`src/rtl/ravan_enc_scheduler.sv`:
```
// ravan_enc_scheduler: round-robin two-port sequencer for the RAVAN 64-bit encryption core.
// Optional statistics outputs (blk_count, key_count) when RAVAN_SCHED_STATS_EN is defined.
module ravan_enc_scheduler #(
    parameter int CORE_LAT = 2,
    parameter int TAG_W    = 4
) (
    input  logic             clk,
    input  logic             rst_n,
    input  logic             a_valid,
    output logic             a_ready,
    input  logic [63:0]      a_data,
    input  logic [TAG_W-1:0] a_tag,
    input  logic             b_valid,
    output logic             b_ready,
    input  logic [63:0]      b_data,
    input  logic [TAG_W-1:0] b_tag,
    input  logic             key_valid,
    output logic             key_ready,
    input  logic [511:0]     key_in,
    output logic             core_rst,
    output logic [63:0]      core_din,
    output logic [511:0]     core_key,
    input  logic [63:0]      core_dout,
    output logic             rsp_valid,
    input  logic             rsp_ready,
    output logic [63:0]      rsp_data,
    output logic             rsp_id,
    output logic [TAG_W-1:0] rsp_tag,
`ifdef RAVAN_SCHED_STATS_EN
    output logic [31:0]      blk_count,
    output logic [7:0]       key_count,
`endif
    output logic             busy
);
    typedef enum logic [1:0] {IDLE, KRST, RUN, RESP} state_t;

    state_t           r_state, w_next;
    logic             r_last, r_core_rst, r_id;
    logic [3:0]       r_cnt;
    logic [63:0]      r_din, r_rsp_data;
    logic [511:0]     r_key;
    logic [TAG_W-1:0] r_tag;
    logic             w_idle, w_grant_a, w_grant_b, w_acc_a, w_acc_b, w_acc, w_key_acc, w_done;

    // core_rst is still high on the first cycle out of reset, which keeps all readies low until then
    assign w_idle    = (r_state == IDLE) && !r_core_rst;
    assign w_grant_a = a_valid && (!b_valid || r_last);
    assign w_grant_b = b_valid && !w_grant_a;
    assign a_ready   = w_idle && !key_valid && w_grant_a;
    assign b_ready   = w_idle && !key_valid && w_grant_b;
    assign key_ready = w_idle;
    assign w_acc_a   = a_valid && a_ready;
    assign w_acc_b   = b_valid && b_ready;
    assign w_acc     = w_acc_a || w_acc_b;
    assign w_key_acc = key_valid && key_ready;
    assign w_done    = (r_state == RUN) && (r_cnt == 4'(CORE_LAT - 1));

    assign core_rst  = r_core_rst;
    assign core_din  = r_din;
    assign core_key  = r_key;
    assign rsp_valid = (r_state == RESP);
    assign rsp_data  = r_rsp_data;
    assign rsp_id    = r_id;
    assign rsp_tag   = r_tag;
    assign busy      = (r_state != IDLE);

    always_comb begin
        w_next = r_state;
        case (r_state)
            IDLE:    w_next = w_acc ? KRST : IDLE;
            KRST:    w_next = RUN;
            RUN:     w_next = w_done ? RESP : RUN;
            RESP:    w_next = rsp_ready ? IDLE : RESP;
            default: w_next = IDLE;
        endcase
    end

    always_ff @(posedge clk or negedge rst_n) begin
        if (!rst_n) begin
            r_state <= IDLE;
        end else begin
            r_state <= w_next;
        end
    end

    always_ff @(posedge clk or negedge rst_n) begin
        if (!rst_n) begin
            r_core_rst <= 1'b1;
            r_last     <= 1'b1;
            r_cnt      <= 4'd0;
            r_din      <= 64'd0;
            r_key      <= 512'd0;
            r_rsp_data <= 64'd0;
            r_id       <= 1'b0;
            r_tag      <= '0;
        end else begin
            r_core_rst <= (w_next == KRST);
            if (w_key_acc)
                r_key <= key_in;
            if (w_acc) begin
                r_din  <= w_acc_b ? b_data : a_data;
                r_tag  <= w_acc_b ? b_tag : a_tag;
                r_id   <= w_acc_b;
                r_last <= w_acc_b;
            end
            if (w_next == KRST)
                r_cnt <= 4'd0;
            else if (r_state == RUN)
                r_cnt <= r_cnt + 4'd1;
            if (w_done)
                r_rsp_data <= core_dout;
        end
    end

`ifdef RAVAN_SCHED_STATS_EN
    always_ff @(posedge clk or negedge rst_n) begin
        if (!rst_n) begin
            blk_count <= 32'd0;
            key_count <= 8'd0;
        end else begin
            if (rsp_valid && rsp_ready)
                blk_count <= blk_count + 32'd1;
            if (w_key_acc && key_count != 8'hFF)
                key_count <= key_count + 8'd1;
        end
    end
`endif
endmodule

```
`config.mk`:
```
export PLATFORM = sky130hd
export DESIGN_NAME = ravan_enc_scheduler
export DESIGN_NICKNAME = d
export VERILOG_FILES = /design/src/rtl/ravan_enc_scheduler.sv
export SDC_FILE = /design/constraint.sdc
export NUM_CORES = 1
export LEC_CHECK = 0
export CAP_MARGIN = 20
export CORE_AREA = 2 2 530 532
export DETAILED_ROUTE_END_ITERATION = 7
export DIE_AREA = 0 0 532 534
export GPL_TIMING_DRIVEN = 1
export SLEW_MARGIN = 20
export SYNTH_ARGS = -nofsm -noshare
export SYNTH_HDL_FRONTEND = slang
export SYNTH_SLANG_ARGS = --single-unit
```
`constraint.sdc`:
```
create_clock -name clk -period 3.9 [get_ports clk]
set_input_delay 0.585 -clock clk [delete_from_list [all_inputs] [get_ports clk]]
set_output_delay 0.585 -clock clk [all_outputs]
set_load 0.005 [all_outputs]
```
# [Word level (Yosys, flattened, before mapping)]
# Index checks and enable logic that the tools add are counted.
[classes] n_addsub=1 eq_ne=5 n_mux=8 n_reduce_logical=19
[ops] cell="64-bit 2-to-1 mux" count=1
[ops] cell="4-bit 2-to-1 mux" count=3
[ops] cell="1-bit logical AND" count=10
[ops] cell="2-bit case mux with 4 select lines" count=1
[ops] cell="4-bit by 1-bit adder with 4-bit output (second input constant)" count=1
[ops] cell="2-bit by 1-bit == test with 1-bit output (second input constant)" count=2
[ops] cell="2-bit == test (second input constant)" count=2
[ops] cell="4-bit by 1-bit == test with 1-bit output (second input constant)" count=1
[ops] cell="1-bit logical NOT" count=4
[ops] cell="2-bit nonzero test" count=2
[ops] cell="2-bit logical NOT" count=1
[ops] cell="1-bit logical OR" count=2
[ops] cell="1-bit 2-to-1 mux" count=2
[ops] cell="2-bit 2-to-1 mux" count=1
[totals] ff_bits=653 input_bits=718 out_inout_bits=651 word_cells=42

# [Logic depth before layout (Yosys ltp)]
[logic_depth] ltp_word=12 depth_mapped=6

# [Least setup slack after synthesis]
# No wires, ideal clock.
[synth_path] kind="in2out" startpoint="in key_valid" endpoint="out a_ready" arrival_time_ps=1348 setup_slack_ps=1967 path_stages=3 path_cell_list="or4_1 buf_2 nor3_1"
[synth_via] elab_chain_len=3
[synth_lines] element="from (decl)" line="17" text="input logic key_valid,"
[synth_lines] element="1-bit logical NOT" line="49" text="assign a_ready = w_idle && !key_valid && w_grant_a;"
[synth_lines] element="1-bit logical AND (2 in a row)" line="49"
[synth_lines] element="to (decl)" line="10" text="output logic a_ready,"
# Every way passes these cells.

# [Final worst setup path]
[layout_path] startpoint="reg r_state[0]" endpoint="out b_ready"
[layout_via] elab_chain_len=4
[layout_lines] element="from (decl)" line="37" text="state_t r_state, w_next;"
[layout_lines] element="from (signal assigned)" line="82" text="r_state <= w_next;"
[layout_lines] element="2-bit logical NOT" line="46" text="assign w_idle = (r_state == IDLE) && !r_core_rst;"
[layout_lines] element="1-bit logical AND" line="46"
[layout_lines] element="1-bit logical AND (2 in a row)" line="50" text="assign b_ready = w_idle && !key_valid && w_grant_b;"
[layout_lines] element="to (decl)" line="14" text="output logic b_ready,"
# Every way passes these cells.

==> flow_summary_export.csv <==
group,metric,value,unit
timing,fmax,0.297,GHz
grt,track_usage,0.156,
timing,setup_tns,0,ns
timing,whs,0.368,ns
cts,path_clk_slew,0.05,ns
place,globalplace.congestion,0.984,
cts,cts_tree,"done",
yosys,ys_warn_count,0,
place,portBuffers,1368,
yosys,yosysMostFrequentCell,"dfrtp_1",
power,leakage,17.5,nW
worst_setup_path,worstSetupPathType,"reg2out",
yosys,avgSynthCellArea,16.7,sq um
worst_setup_path,critical_path.top_delay_family,"simple AND/OR/NAND/NOR gates",
timing,layout_min_cycle_time,3.37,ns
run_status,status,"complete, no violations",
timing,tightest_slew,0.928,ns
final_layout,fillers,30493,
cts,cts-htree-levels,3,
yosys,synth_top_cell_by_area,"dfrtp_1",
worst_setup_path,cp-start-kind,"flip-flop",
die,dieHeight,534,microns
yosys,yosysTopAreaCellShare,0.650,
yosys,async_flop_share,1.00,
place,dp.cells,6537,
yosys,ys_seq_area_frac,0.652,
yosys,synthFlopType,"dfrtp_1",
timing,fin_skew,0.0371,ns
detailed_routing,routedWlPerCell,33.4,microns
timing,slew_headroom,0.382,
timing,finalMaxSlewViolations,0,
detailed_routing,drc_errors,0,
worst_setup_path,cp_num_buf_inv,1,
place,place_ws,0.816,ns
die,std_cell_rows,194,
yosys,synth_commonest_cells,"dfrtp_1 (651), mux2_2 (565), a2bb2oi_1 (68), o32ai_1 (68), buf_6 (45)",
cts,cts_buffers,95,
power,powerDensity,826,nW/um^2
detailed_routing,drt-initial-drc-count,1009,
die,die_x,532,microns
worst_setup_path,crit_path_cell_trace,"or4_1 -> nor2_1 -> clkdlybuf4s50_1",
die,die_area,284000,sq um
worst_setup_path,crit_slowest_cell,"clkdlybuf4s50_1",
grt,antenna_found_initial,428,
hold_path,hold_class,"in2reg",
timing,hold_viol_final,0,
die,coreArea,278000,sq um
flow_run,max-cap-violations,0,
worst_setup_path,critPathMaxFanout,7,
timing,layout_setup_ws,0.532,ns
worst_setup_path,required,3.31,ns
final_layout,drive_gt1_frac,0.259,
cts,insertion_delay,0.80,ns
grt,grt_max_degree,111,
grt,grt_pass1_vias,21366,
yosys,synth_area_leaders,"dfrtp_1 (65%), mux2_2 (25%), a2bb2oi_1 (2.4%), o32ai_1 (2.4%), buf_6 (2.0%)",
yosys,synth-seq-cells,653,
place,dp_hpwl,202,mm
die,start_util,0.0901,
timing,fin_crit_sh,0.864,
yosys,syn-instance-count,1505,
worst_setup_path,max_stage_delay,0.70,ns
yosys,yosys.cell_types.count,37,
yosys,synth_edf_count,0,
timing,rsz0062_at_grt,"no",
final_layout,finalNetCount,3631,
detailed_routing,drtPass1Iterations,5,
cts,clock_sink_count,653,
worst_setup_path,arrival,2.78,ns
yosys,synthesis.nets,2225,
grt,grt-ovfl-total,0,
power,ir_drop,0.475,mV
yosys,syn_area,25100,sq um
detailed_routing,detail_route.vias_per_cell,3.11,
cts,root_buffer,"clkbuf_16",
detailed_routing,num_vias,21166,
cts,clockBufferDepth,4,
die,io_pins,1369,
grt,grt_pass1_wl,277,mm
final_layout,final_cells,6807,
detailed_routing,routed_wl,227,mm
timing,finalSetupViolations,0,
worst_setup_path,end_kind,"primary output",
final_layout,syn_to_final_growth,86.0,%
detailed_routing,ant_nets,0,
[registers in the layout (all words and copies together), names as in the netlist]
name / flops
core_key: 512
r_cnt: 4
rsp_tag: 4
r_last: 1
rsp_id: 1
core_din: 64
rsp_data: 64
r_state: 2
core_rst: 1
[final timing paths]
check	start	to	slack, ns	cells past startpoint
min reg2reg	rsp_data[29]	rsp_data[29]	0.49	1
max reg2reg	r_state[0]	core_key[199]	1.42	5
max in group asynchronous	rst_n	core_rst	2.32	3
min	core_dout[56]	rsp_data[56]	0.37	2
max	r_state[0]	b_ready	0.53	3
min in group asynchronous	rst_n	core_key[437]	0.42	2
[cell families after synthesis]
family                     Yosys count  share of synthesized area
and+or+nand+nor                     24                    0.00589
DFF                                653                      0.652
buffers and inverters              105                     0.0322
AOI/OAI and AO/OA                  143                     0.0497
muxes                              576                      0.259
xor gates and xnor gates             2                   0.000699
adders and majority gates            2                   0.000998
[metrics by stage]
stage | instance area [sq um] | power, mW | util
final | 46600 | 38.5 | 0.167
after global routing | 46500 | 40.5 | 0.167
after CTS | 46400 | 39.6 | 0.167
after detailed placement | 43200 | 30.2 | 0.155
after global placement | 43200 | 29.9 | 0.155
after floorplan | 25100 | 17.0 | -
[cell usage in the layout, fill, tap and decap left out, types with 2 or more instances in the layout]
cell type        instances
nor3_1                   2
o32ai_1                 68
clkbuf_8                18
clkinv_4                 2
clkdlybuf4s50_1       1367
clkinvlp_4               8
clkinv_2                13
bufinv_16                8
buf_12                  15
mux2_1                  11
clkbuf_1                15
a2bb2oi_1               68
inv_6                    5
inv_1                    2
nor2_1                   8
inv_8                    2
dfstp_2                  2
buf_4                   27
clkbuf_16               97
diode_2                100
dfrtp_1                651
and3_1                   2
mux2_2                 565
ha_1                     2
[final cells by class]
type / count / area [sq um] / area share
antenna: 100 / 250 / 0.00537
clock buffer: 130 / 2730 / 0.0586
clock inverter: 39 / 469 / 0.0101
inverter: 3 / 11.3 / 0.000242
multi-input combinational: 747 / 7950 / 0.171
sequential: 653 / 16300 / 0.350
tap: 3724 / 4660 / 0.0999
timing repair buffer: 1411 / 14200 / 0.305
[worst reg2reg max path, delay by kind of cell, from the launching register on]
kind	cells	cell delay, ns
and+or+nand+nor	2	0.64
DFF	1	0.46
buffers and inverters	2	0.71
muxes	1	0.55
[metal layers]
layer	up-vias	routed length, microns	track usage
met4	274	10600	0.0613
met2	1572	95300	0.232
li1	8533	-	-
met5	-	1770	0.000167
met1	10094	75200	0.151
met3	693	44300	0.140
[timing repair]
item,CTS,global route
endpoints found under the hold margin,52,0
buffers inserted,0,0
resized for setup,0,0
hold buffers,1,0
[power breakdown]
part / internal, mW / switching [mW] / leakage (nW)
sequential: 10.3 / 1.97 / 7.67
combinational: 9.58 / 7.63 / 8.23
clock: 5.43 / 3.63 / 1.56
Power figures use the tool's default switching activity.
